--- config.mk ---
export PLATFORM = sky130hd
export DESIGN_NAME = sqrt_scheduler
export DESIGN_NICKNAME = d
export VERILOG_FILES = /design/src/rtl/sqrt_scheduler.sv
export SDC_FILE = /design/constraint.sdc
export NUM_CORES = 1
export LEC_CHECK = 0
export ABC_AREA = 1
export CAP_MARGIN = 0
export CORE_MARGIN = 3
export CORE_UTILIZATION = 46
export DETAILED_ROUTE_END_ITERATION = 10
export HOLD_SLACK_MARGIN = 0.1
export PLACE_DENSITY = 0.94
export SLEW_MARGIN = 10
export SYNTH_ARGS = -nofsm -noshare
export SYNTH_HDL_FRONTEND = slang
export SYNTH_SLANG_ARGS = --single-unit
--- constraint.sdc ---
create_clock -name clk -period 4.5 [get_ports clk]
set_clock_uncertainty 0.2 [all_clocks]
set_input_delay 0.45 -clock clk [delete_from_list [all_inputs] [get_ports clk]]
set_output_delay 0.45 -clock clk [all_outputs]
set_load 0.005 [all_outputs]
--- src/rtl/sqrt_scheduler.sv ---
// sqrt_scheduler: round-robin arbiter that shares one iterative square-root core among N_REQ requesters.
// Optional feature macro: SQRT_SCHED_ZERO_BYPASS_EN (answer +/-0 operands directly, without the core).
module sqrt_scheduler #(
  parameter int unsigned DATA_WIDTH  = 16,
  parameter int unsigned ID_WIDTH    = 2,
  parameter int unsigned ITER_CYCLES = 10
) (
  input  logic                                  clk,
  input  logic                                  reset,
  input  logic [(1<<ID_WIDTH)-1:0]              req,
  input  logic [(1<<ID_WIDTH)*DATA_WIDTH-1:0]   req_x,
  output logic [(1<<ID_WIDTH)-1:0]              req_ack,
  output logic [DATA_WIDTH-1:0]                 sq_x,
  output logic                                  sq_reset,
  input  logic [DATA_WIDTH-1:0]                 sq_out,
  output logic                                  rsp_valid,
  output logic [ID_WIDTH-1:0]                   rsp_id,
  output logic [DATA_WIDTH-1:0]                 rsp_data,
  output logic                                  busy
);

  localparam int unsigned N_REQ = 1 << ID_WIDTH;
  localparam int unsigned CNT_W = (ITER_CYCLES > 1) ? $clog2(ITER_CYCLES) : 1;
  localparam logic [CNT_W-1:0] CNT_LAST = CNT_W'(ITER_CYCLES - 1);

  typedef enum logic [1:0] {
    S_IDLE = 2'd0,
    S_LOAD = 2'd1,
    S_RUN  = 2'd2
  } state_t;

  state_t                r_state;
  logic [CNT_W-1:0]      r_cnt;
  logic [ID_WIDTH-1:0]   r_last_grant;
  logic [N_REQ-1:0]      r_req_ack;
  logic [DATA_WIDTH-1:0] r_sq_x;
  logic                  r_sq_reset;
  logic                  r_rsp_valid;
  logic [ID_WIDTH-1:0]   r_rsp_id;
  logic [DATA_WIDTH-1:0] r_rsp_data;
  logic                  r_busy;

  state_t                w_state_nxt;
  logic [CNT_W-1:0]      w_cnt_nxt;
  logic [ID_WIDTH-1:0]   w_last_nxt;
  logic [N_REQ-1:0]      w_ack_nxt;
  logic [DATA_WIDTH-1:0] w_sq_x_nxt;
  logic                  w_sq_reset_nxt;
  logic                  w_rsp_valid_nxt;
  logic [ID_WIDTH-1:0]   w_rsp_id_nxt;
  logic [DATA_WIDTH-1:0] w_rsp_data_nxt;

  logic                  w_grant_vld;
  logic [ID_WIDTH-1:0]   w_grant_id;
  logic [ID_WIDTH-1:0]   w_cand;
  logic [DATA_WIDTH-1:0] w_grant_x;
`ifdef SQRT_SCHED_ZERO_BYPASS_EN
  logic                  w_grant_zero;
`endif

  // Round-robin search: the requester after the last winner has highest priority.
  always_comb begin
    w_grant_vld = 1'b0;
    w_grant_id  = '0;
    w_cand      = '0;
    for (int unsigned k = 1; k <= N_REQ; k++) begin
      w_cand = r_last_grant + ID_WIDTH'(k);
      if (!w_grant_vld && req[w_cand]) begin
        w_grant_vld = 1'b1;
        w_grant_id  = w_cand;
      end
    end
  end

  assign w_grant_x = req_x[int'(w_grant_id) * int'(DATA_WIDTH) +: DATA_WIDTH];
`ifdef SQRT_SCHED_ZERO_BYPASS_EN
  assign w_grant_zero = (w_grant_x[DATA_WIDTH-2:0] == '0);
`endif

  // Next-state and next-output logic; the core is held in restart whenever it is not running.
  always_comb begin
    w_state_nxt     = r_state;
    w_cnt_nxt       = r_cnt;
    w_last_nxt      = r_last_grant;
    w_ack_nxt       = '0;
    w_sq_x_nxt      = r_sq_x;
    w_sq_reset_nxt  = 1'b1;
    w_rsp_valid_nxt = 1'b0;
    w_rsp_id_nxt    = r_rsp_id;
    w_rsp_data_nxt  = r_rsp_data;
    case (r_state)
      S_IDLE: begin
        if (w_grant_vld) begin
          w_ack_nxt[w_grant_id] = 1'b1;
          w_last_nxt            = w_grant_id;
          w_rsp_id_nxt          = w_grant_id;
`ifdef SQRT_SCHED_ZERO_BYPASS_EN
          if (w_grant_zero) begin
            w_rsp_valid_nxt = 1'b1;
            w_rsp_data_nxt  = w_grant_x;
          end else begin
            w_sq_x_nxt  = w_grant_x;
            w_state_nxt = S_LOAD;
          end
`else
          w_sq_x_nxt  = w_grant_x;
          w_state_nxt = S_LOAD;
`endif
        end
      end
      S_LOAD: begin
        w_sq_reset_nxt = 1'b0;
        w_cnt_nxt      = '0;
        w_state_nxt    = S_RUN;
      end
      S_RUN: begin
        if (r_cnt == CNT_LAST) begin
          w_rsp_valid_nxt = 1'b1;
          w_rsp_data_nxt  = sq_out;
          w_state_nxt     = S_IDLE;
        end else begin
          w_sq_reset_nxt = 1'b0;
          w_cnt_nxt      = r_cnt + CNT_W'(1);
        end
      end
      default: w_state_nxt = S_IDLE;
    endcase
  end

  always_ff @(posedge clk or negedge reset) begin
    if (!reset) begin
      r_state      <= S_IDLE;
      r_cnt        <= '0;
      r_last_grant <= ID_WIDTH'(N_REQ - 1);
      r_req_ack    <= '0;
      r_sq_x       <= '0;
      r_sq_reset   <= 1'b1;
      r_rsp_valid  <= 1'b0;
      r_rsp_id     <= '0;
      r_rsp_data   <= '0;
      r_busy       <= 1'b0;
    end else begin
      r_state      <= w_state_nxt;
      r_cnt        <= w_cnt_nxt;
      r_last_grant <= w_last_nxt;
      r_req_ack    <= w_ack_nxt;
      r_sq_x       <= w_sq_x_nxt;
      r_sq_reset   <= w_sq_reset_nxt;
      r_rsp_valid  <= w_rsp_valid_nxt;
      r_rsp_id     <= w_rsp_id_nxt;
      r_rsp_data   <= w_rsp_data_nxt;
      r_busy       <= (w_state_nxt != S_IDLE);
    end
  end

  assign req_ack   = r_req_ack;
  assign sq_x      = r_sq_x;
  assign sq_reset  = r_sq_reset;
  assign rsp_valid = r_rsp_valid;
  assign rsp_id    = r_rsp_id;
  assign rsp_data  = r_rsp_data;
  assign busy      = r_busy;

endmodule

==> results of run 1 <==
==> cell families after synthesis <==
| group | count (synthesis) | synth area share |
|---|---|---|
| AOI/OAI and AO/OA | 10 | 0.0212 |
| xor gates and xnor gates | 1 | 0.00291 |
| and+or+nand+nor | 279 | 0.411 |
| DFF | 49 | 0.409 |
| buffers and inverters | 98 | 0.148 |
| adders and majority gates | 2 | 0.00832 |
==> flip-flops by register name (all words and copies together), names as in the netlist <==
name,cells
req_ack,4
sq_x,16
r_state,2
busy,1
r_last_grant,2
rsp_valid,1
r_cnt,4
sq_reset,1
rsp_id,2
rsp_data,16
==> critical path, cell delays in order (launching register included) <==
cell	delay, ns
sky130_fd_sc_hd__dfstp_2	0.68
sky130_fd_sc_hd__inv_6	0.08
sky130_fd_sc_hd__nand2_1	0.07
sky130_fd_sc_hd__nand2_1	0.09
sky130_fd_sc_hd__nand2_1	0.10
sky130_fd_sc_hd__nand2_2	0.08
sky130_fd_sc_hd__inv_1	0.09
sky130_fd_sc_hd__nand3_2	0.57
sky130_fd_sc_hd__nand2_1	0.79
sky130_fd_sc_hd__inv_2	0.33
sky130_fd_sc_hd__nand2_1	0.21
sky130_fd_sc_hd__nor2_1	0.09
==> routing by layer <==
metal,up-vias,track usage,part of all wire
met5,-,0,0
met4,0,0.0411,0.010
met3,6,0.0454,0.055
met2,105,0.412,0.53
met1,1447,0.286,0.41
li1,1551,-,-
==> final timing paths <==
check                                            start                        to  slack (ns)  cells past startpoint
max                        r_last_grant[0]$_DFFE_PN1P_      req_ack[1]$_DFF_PN0_        0.98                     11
min                                              reset  rsp_data[10]$_DFFE_PN0P_        0.13                      1
max reg2reg                r_last_grant[0]$_DFFE_PN1P_      req_ack[1]$_DFF_PN0_        0.98                     11
min reg2reg                    rsp_data[1]$_DFFE_PN0P_   rsp_data[1]$_DFFE_PN0P_        0.28                      2
max in group asynchronous                        reset      sq_x[12]$_DFFE_PN0P_        3.32                      1
min in group clk               rsp_data[1]$_DFFE_PN0P_   rsp_data[1]$_DFFE_PN0P_        0.28                      2
==> stage by stage <==
step	util	hold slack, ns	cells	cell area [µm²]
detailed placement	0.688	0.259	622	4220
global placement	0.688	0.254	622	4220
finish	0.703	0.134	630	4310
floorplan	-	-0.0456	439	3010
global route	0.703	0.222	630	4310
CTS	0.703	0.178	630	4310
==> area by class of cell <==
class                   count  area, µm²  area share
clock buffers               8       90.1      0.0209
inverters                  80        305      0.0708
multi-input cells         292       1340       0.310
flip-flops and latches     49       1230       0.285
well taps                  75       93.8      0.0218
repair buffers            126       1260       0.291
==> report_power, final <==
part / internal [mW] / switching, mW / total (mW)
registers: 0.657 / 0.135 / 0.793
clock network: 0.126 / 0.136 / 0.261
logic: 0.826 / 1.24 / 2.06
total: 1.61 / 1.51 / 3.12
==> cells in the final DEF, fill, tap and decap left out, types with 3 or more instances in the layout <==
cell,netlist,final
sky130_fd_sc_hd__a21oi_1,4,4
sky130_fd_sc_hd__clkbuf_8,0,6
sky130_fd_sc_hd__clkdlybuf4s50_1,0,125
sky130_fd_sc_hd__dfrtp_1,46,46
sky130_fd_sc_hd__dfstp_2,3,3
sky130_fd_sc_hd__inv_1,76,76
sky130_fd_sc_hd__inv_2,3,3
sky130_fd_sc_hd__nand2_1,179,179
sky130_fd_sc_hd__nand2_2,11,11
sky130_fd_sc_hd__nand3_1,71,71
sky130_fd_sc_hd__nor2_1,8,7
sky130_fd_sc_hd__nor2_2,2,3
==> impl_table.tex, run 1 <==
\begin{tabular}{lr}
\hline
Metric & Value \\
\hline
\multicolumn{2}{l}{\textbf{Worst setup path}} \\
\quad Worst Path Class, Setup & reg -> reg \\
\quad Element type at the critical path start & flip-flop \\
\quad Capturing element type of the critical path & flip-flop \\
\quad Req. time, crit path & 4.47 ns \\
\quad Largest fanout on the critical path & 34 \\
\quad Data arrival time of the worst path & 3.49 ns \\
\multicolumn{2}{l}{\textbf{Placement}} \\
\quad Setup WS pre-CTS & 0.855 ns \\
\quad Half-perimeter wire length of the detailed placement result & 6400 µm \\
\quad GPL Wtd Cong & 0.826 \\
\quad Port Buffer Count & 126 \\
\multicolumn{2}{l}{\textbf{Cells and area}} \\
\quad Total number of nets in the final design & 642 \\
\quad Signed area change from the synthesized netlist to the final layout & 43.3\% \\
\quad Layout cell share with drive strength beyond 1 & 0.0631 \\
\quad Antenna Cells & 0 \\
\quad Filler cell count & 488 \\
\multicolumn{2}{l}{\textbf{Clock network}} \\
\quad Number of hold-repair buffers added at the cts stage & 0 \\
\quad Number of buffers between clock root and the deepest sink & 2 \\
\quad Clock tree from TritonCTS & built \\
\quad CTS buffer count & 5 \\
\quad Count of clock tree sinks & 49 \\
\quad Count of instances resized after the clock tree is built & 0 \\
\quad Clock network latency to the later pin of the worst-skew pair & 0.29 ns \\
\quad Clock transition at the registers of the reported paths & 0.09 ns \\
\quad Post-CTS repair timing setup buffer count & 0 \\
\quad H-tree Lvls & 2 \\
\quad Root Buffer Master & sky130\_fd\_sc\_hd\_\_clkbuf\_8 \\
\multicolumn{2}{l}{\textbf{Die}} \\
\quad Die extent in x & 86.9 µm \\
\quad Starting density of the core & 0.491 \\
\quad Number of cell rows & 28 \\
\quad Area of the core region & 6130 µm² \\
\quad Vertical die dimension & 86.9 µm \\
\quad I/O pin count & 127 \\
\quad Die area & 7550 µm² \\
\multicolumn{2}{l}{\textbf{Logic synthesis}} \\
\quad Proportion of register bits with asynchronous set or reset after synthesis & 1.00 \\
\quad Sequential share of the synthesized area & 0.409 \\
\quad Cell accounting for the most synthesized area & sky130\_fd\_sc\_hd\_\_dfrtp\_1 \\
\quad Most numerous cell types in the synthesized netlist & sky130\_fd\_sc\_hd\_\_nand2\_1 (179), sky130\_fd\_sc\_hd\_\_inv\_1 (76), sky130\_fd\_sc\_hd\_\_nand3\_1 (71) \\
\quad Number of enable-type register cells in the synthesized netlist & 0 \\
\quad Post-synthesis instance area & 3010 µm² \\
\quad Share of the synthesized area in the top cell type & 0.383 \\
\quad Yosys reg bits & 49 \\
\quad Total of warnings raised by yosys & 0 \\
\quad Gate count of the mapped netlist & 439 \\
\quad Mean post-synth cell area & 6.85 µm² \\
\quad Number of distinct library cells after synthesis & 26 \\
\quad Net count of the mapped netlist & 527 \\
\quad Most frequently used flop master after synthesis & sky130\_fd\_sc\_hd\_\_dfrtp\_1 \\
\quad Leading post-synthesis cells by cell area & sky130\_fd\_sc\_hd\_\_dfrtp\_1 (38\%), sky130\_fd\_sc\_hd\_\_nand2\_1 (22\%), sky130\_fd\_sc\_hd\_\_nand3\_1 (12\%) \\
\quad Top-count cell post-synth & sky130\_fd\_sc\_hd\_\_nand2\_1 \\
\multicolumn{2}{l}{\textbf{Global routing}} \\
\quad Vias in the first global route & 3124 \\
\quad Global-route wire length before repair & 14100 µm \\
\quad Number of antenna violations at the first check in global routing & 0 \\
\quad Global router's overall resource usage & 0.229 \\
\quad GRT Residual Overflow & 0 \\
\quad Pin count of the biggest net entering global routing & 50 \\
\multicolumn{2}{l}{\textbf{Timing}} \\
\quad Max-Slew Margin vs Limit & 0.307 \\
\quad Highest clock frequency the design can meet & 284 MHz \\
\quad Final setup viols & 0 \\
\quad Count of final hold-check violations & 0 \\
\quad Clock period minus worst slack & 3.52 ns \\
\quad Part of the cycle the worst path needs & 0.783 \\
\quad Worst Tran Pin Value & 1.04 ns \\
\quad Final worst setup slack & 0.978 ns \\
\quad Setup TNS & 0 ns \\
\quad Total count of max-transition violations in the final report & 0 \\
\quad RSZ-0062 raised after global routing & false \\
\multicolumn{2}{l}{\textbf{Drt}} \\
\quad Vias & 3109 \\
\quad Remaining antenna violation count after routing & 0 \\
\quad Average detailed-routed wire length per instance & 13.5 µm \\
\quad Total iterations of the first detailed-routing run & 4 \\
\quad Remaining DRCs & 0 \\
\quad Number of design-rule violations left by the first detailed-router iteration & 218 \\
\quad Sum of routed wire length over all layers & 8530 µm \\
\quad Average vias per placed instance & 4.93 \\
\multicolumn{2}{l}{\textbf{Status}} \\
\quad Status & complete, no violations \\
\multicolumn{2}{l}{\textbf{Power}} \\
\quad Max rail drop VDD & 0.558 mV \\
\quad Pwr dens & 723 nW/µm² \\
\quad Design Power & 3.12 mW \\
\quad Static leakage & 2.27 nW \\
\multicolumn{2}{l}{\textbf{Job}} \\
\quad Max-cap violations & 0 \\
\multicolumn{2}{l}{\textbf{Min path}} \\
\quad Worst min-delay path category & in -> async \\
\hline
\end{tabular}
Power figures use the tool's default switching activity.
==> inputs of run 2 (changes only) <==
--- a/config.mk
+++ b/config.mk
@@ -8,10 +8,10 @@
 export ABC_AREA = 1
 export CAP_MARGIN = 0
 export CORE_MARGIN = 3
-export CORE_UTILIZATION = 46
+export CORE_UTILIZATION = 43
 export DETAILED_ROUTE_END_ITERATION = 10
 export HOLD_SLACK_MARGIN = 0.1
-export PLACE_DENSITY = 0.94
+export PLACE_DENSITY = 0.89
 export SLEW_MARGIN = 10
 export SYNTH_ARGS = -nofsm -noshare
 export SYNTH_HDL_FRONTEND = slang
==> constraint.sdc (replaced) <==
create_clock -name clk -period 3.6 [get_ports clk]
set_clock_uncertainty 0.2 [all_clocks]
set_input_delay 0.36 -clock clk [delete_from_list [all_inputs] [get_ports clk]]
set_output_delay 0.36 -clock clk [all_outputs]
set_load 0.005 [all_outputs]
==> impl_table.tex, run 2 (synthesis gave the netlist of run 1 again) <==
\begin{tabular}{lr}
\hline
Metric & Value \\
\hline
\multicolumn{2}{l}{\textbf{Clock network}} \\
\quad Number of buffers between clock root and the deepest sink & 2 (unchanged) \\
\quad Count of clock tree sinks & 49 (unchanged) \\
\quad Root Buffer Master & sky130\_fd\_sc\_hd\_\_clkbuf\_8 (unchanged) \\
\quad Clock transition at the registers of the reported paths & 0.10 ns (was 0.09 ns) \\
\quad H-tree Lvls & 2 (unchanged) \\
\quad Clock tree from TritonCTS & built (unchanged) \\
\quad CTS buffer count & 5 (unchanged) \\
\quad Clock network latency to the later pin of the worst-skew pair & 0.31 ns (was 0.29 ns) \\
\multicolumn{2}{l}{\textbf{Die}} \\
\quad Die area & 8030 µm² (was 7550 µm²) \\
\quad Area of the core region & 6570 µm² (was 6130 µm²) \\
\quad Number of cell rows & 29 (was 28) \\
\quad Die extent in x & 89.6 µm (was 86.9 µm) \\
\quad Starting density of the core & 0.458 (was 0.491) \\
\quad Vertical die dimension & 89.6 µm (was 86.9 µm) \\
\quad I/O pin count & 127 (unchanged) \\
\multicolumn{2}{l}{\textbf{Worst setup path}} \\
\quad Data arrival time of the worst path & 2.61 ns (was 3.49 ns) \\
\quad Startpoint of the most critical register-to-register path & r\_last\_grant[0]\$\_DFFE\_PN1P\_ (unchanged) \\
\quad Register-to-register setup slack & 0.98 ns (about the same) \\
\quad Element type at the critical path start & flip-flop (unchanged) \\
\quad Slowest-stage cell, CP & sky130\_fd\_sc\_hd\_\_dfstp\_2 (was sky130\_fd\_sc\_hd\_\_nand2\_1) \\
\quad Cell chain of the critical path & inv\_6 > nand2\_1 > nand2\_1 > nand2\_1 > nand2\_2 > nand2\_2 > nand3\_1 > nand2\_2 > nand3\_1 > nand3\_1 > nand2\_1 > nand2\_1 > nand2\_1 (was inv\_6 > nand2\_1 > nand2\_1 > nand2\_1 > nand2\_2 > inv\_1 > nand3\_2 > nand2\_1 > inv\_2 > nand2\_1 > nor2\_1) \\
\quad Worst flop-to-flop path endpoint & sq\_x[8]\$\_DFFE\_PN0P\_ (was req\_ack[1]\$\_DFF\_PN0\_) \\
\quad Req. time, crit path & 3.60 ns (was 4.47 ns) \\
\quad Cell repeated most along the worst path & sky130\_fd\_sc\_hd\_\_nand2\_1 (unchanged) \\
\quad Number of cells on the worst reg-to-reg path & 13 (was 11) \\
\quad Largest fanout on the critical path & 33 (was 34) \\
\quad Maximum cell stage delay along the critical path & 0.68 ns (was 0.79 ns) \\
\quad Worst Path Class, Setup & reg -> reg (unchanged) \\
\quad Capturing element type of the critical path & flip-flop (unchanged) \\
\multicolumn{2}{l}{\textbf{Cells and area}} \\
\quad Signed area change from the synthesized netlist to the final layout & 45.0\% (was 43.3\%) \\
\quad Commonest non-fill, non-tap cells in the layout & sky130\_fd\_sc\_hd\_\_nand2\_1 (179), sky130\_fd\_sc\_hd\_\_clkdlybuf4s50\_1 (125), sky130\_fd\_sc\_hd\_\_inv\_1 (76) (unchanged) \\
\quad Total number of nets in the final design & 646 (was 642) \\
\quad Commonest non-fill, non-tap cell in the layout & sky130\_fd\_sc\_hd\_\_nand2\_1 (unchanged) \\
\quad Antenna Cells & 0 (unchanged) \\
\quad Layout cell share with drive strength beyond 1 & 0.0698 (was 0.0631) \\
\multicolumn{2}{l}{\textbf{Timing}} \\
\quad RSZ-0062 raised after global routing & false (unchanged) \\
\quad Setup TNS & 0 ns (unchanged) \\
\quad Total count of max-transition violations in the final report & 0 (unchanged) \\
\quad Count of final hold-check violations & 0 (unchanged) \\
\quad Highest clock frequency the design can meet & 382 MHz (was 284 MHz) \\
\quad Worst Tran Pin Value & 1.07 ns (was 1.04 ns) \\
\quad Final setup viols & 0 (unchanged) \\
\quad Final worst setup slack & 0.985 ns (was 0.978 ns) \\
\quad Max-Slew Margin vs Limit & 0.286 (was 0.307) \\
\quad Part of the cycle the worst path needs & 0.726 (was 0.783) \\
\quad Clock period minus worst slack & 2.62 ns (was 3.52 ns) \\
\multicolumn{2}{l}{\textbf{Min path}} \\
\quad Critical hold path startpoint & rsp\_data[11]\$\_DFFE\_PN0P\_ \\
\quad Worst min-delay path category & reg -> reg (was in -> async) \\
\quad Min-Delay Endpoint & rsp\_data[11]\$\_DFFE\_PN0P\_ \\
\quad Hold path depth & 2 \\
\multicolumn{2}{l}{\textbf{Global routing}} \\
\quad GRT Residual Overflow & 0 (unchanged) \\
\quad Global-route wire length before repair & 13600 µm (was 14100 µm) \\
\quad Vias in the first global route & 3086 (was 3124) \\
\quad Number of antenna violations at the first check in global routing & 0 (unchanged) \\
\quad Global router's overall resource usage & 0.215 (was 0.229) \\
\quad Pin count of the biggest net entering global routing & 50 (unchanged) \\
\multicolumn{2}{l}{\textbf{Drt}} \\
\quad Number of design-rule violations left by the first detailed-router iteration & 121 (was 218) \\
\quad Remaining DRCs & 0 (unchanged) \\
\quad Highest metal layer used by the detailed router & met4 (unchanged) \\
\quad Sum of routed wire length over all layers & 8570 µm (was 8530 µm) \\
\quad Vias & 3183 (was 3109) \\
\quad Remaining antenna violation count after routing & 0 (unchanged) \\
\quad Average detailed-routed wire length per instance & 13.1 µm (was 13.5 µm) \\
\quad Wire length the detailed router placed on met1 & 3430 µm (was 3480 µm) \\
\quad Total iterations of the first detailed-routing run & 5 (was 4) \\
\quad Average vias per placed instance & 4.88 (was 4.93) \\
\quad Sum of met2 wire segment lengths after detailed routing & 4250 µm (was 4490 µm) \\
\quad Met3 layer wire length in the routed design & 570 µm (was 468 µm) \\
\multicolumn{2}{l}{\textbf{Power}} \\
\quad Net switching power & 1.90 mW (was 1.51 mW) \\
\quad Pwr dens & 896 nW/µm² (was 723 nW/µm²) \\
\quad Switching power share of the total & 0.487 (was 0.484) \\
\quad Fraction of power consumed by combinational cells & 0.661 (was 0.662) \\
\quad Max rail drop VDD & 0.370 mV (was 0.558 mV) \\
\quad Share of power burned in the clock network & 0.086 (was 0.084) \\
\quad Internal Dissipation & 2.01 mW (was 1.61 mW) \\
\quad Static leakage & 2.28 nW (was 2.27 nW) \\
\quad Sequential share of power & 0.253 (was 0.254) \\
\multicolumn{2}{l}{\textbf{Placement}} \\
\quad GPL Wtd Cong & 0.822 (was 0.826) \\
\quad Half-perimeter wire length of the detailed placement result & 6330 µm (was 6400 µm) \\
\quad Setup WS pre-CTS & 0.889 ns (was 0.855 ns) \\
\quad Port Buffer Count & 126 (unchanged) \\
\multicolumn{2}{l}{\textbf{Job}} \\
\quad Max-cap violations & 0 (unchanged) \\
\multicolumn{2}{l}{\textbf{Status}} \\
\quad Status & complete, no violations (unchanged) \\
\hline
\end{tabular}
## run 2: cell count changes in the layout (fill, tap and decap cells not counted), sizes merged
| cell | previous run | this run |
|---|---|---|
| clkbuf | 8 | 5 |
| dlygate4sd3 | 0 | 1 |
| clkinvlp | 0 | 1 |
| inv | 80 | 81 |
| buf | 1 | 4 |
| clkinv | 0 | 1 |
## run 2: layout make-up
cell class | instances | area, µm²
well taps | 93 | 116
flip-flops and latches | 49 | 1230
inverters | 80 | 305
fillers | 533 | 2200
repair buffers | 130 | 1290
multi-input cells | 292 | 1330
clock inverters | 3 | 21.3
clock buffers | 5 | 68.8
## run 2: through the flow
stage / hold WS [ns] / std cells / instance area [µm²] / total power, mW / util
2_1_floorplan: -0.136 / 439 / 3010 / 2.85 / -
6_report: 0.283 / 652 / 4360 / 3.91 / 0.664
3_5_place_dp: 0.259 / 643 / 4260 / 3.57 / 0.649
3_3_place_gp: 0.255 / 643 / 4260 / 3.45 / 0.649
5_1_grt: 0.308 / 652 / 4360 / 4.29 / 0.664
4_1_cts: 0.282 / 652 / 4360 / 3.91 / 0.664
## run 2: worst max-delay path, delay by kind of cell (launching register included)
family,cells,cell delay (ns)
buffers and inverters,1,0.08
DFF,1,0.68
and+or+nand+nor,12,1.54
## run 2: routing by layer
metal	vias up	track usage
met1	1433	0.260
met3	35	0.0447
met4	0	0.0988
met2	157	0.367
li1	1558	-
met5	-	0
## run 2: timing repair
item                      CTS  global route
setup buffers               0             0
hold endpoints to repair   46             0
resized for setup           0             0
hold buffers                1             0
## run 2: worst max-delay path by stage
stage / to / cells after the start / startpoint / slack (ns)
finish: sq_x[8]$_DFFE_PN0P_ / 13 / r_last_grant[0]$_DFFE_PN1P_ / 0.98
detailed placement: sq_x[6]$_DFFE_PN0P_ / 14 / req[0] / 0.89
global route: sq_x[6]$_DFFE_PN0P_ / 13 / r_last_grant[0]$_DFFE_PN1P_ / 0.77
global placement: sq_x[5]$_DFFE_PN0P_ / 14 / req[0] / 1.03
floorplan: rsp_id[1]$_DFFE_PN0P_ / 12 / r_last_grant[0]$_DFFE_PN1P_ / 1.59
CTS: sq_x[6]$_DFFE_PN0P_ / 13 / r_last_grant[0]$_DFFE_PN1P_ / 1.02
## run 2: power by group through the flow
stage               combinational (mW)  clock (mW)  sequential [mW]
floorplan                         1.88           0            0.972
global placement                  2.47           0            0.979
detailed placement                2.58           0            0.988
CTS                               2.58       0.342            0.985
global route                      2.91       0.358             1.02
finish                            2.58       0.338            0.988
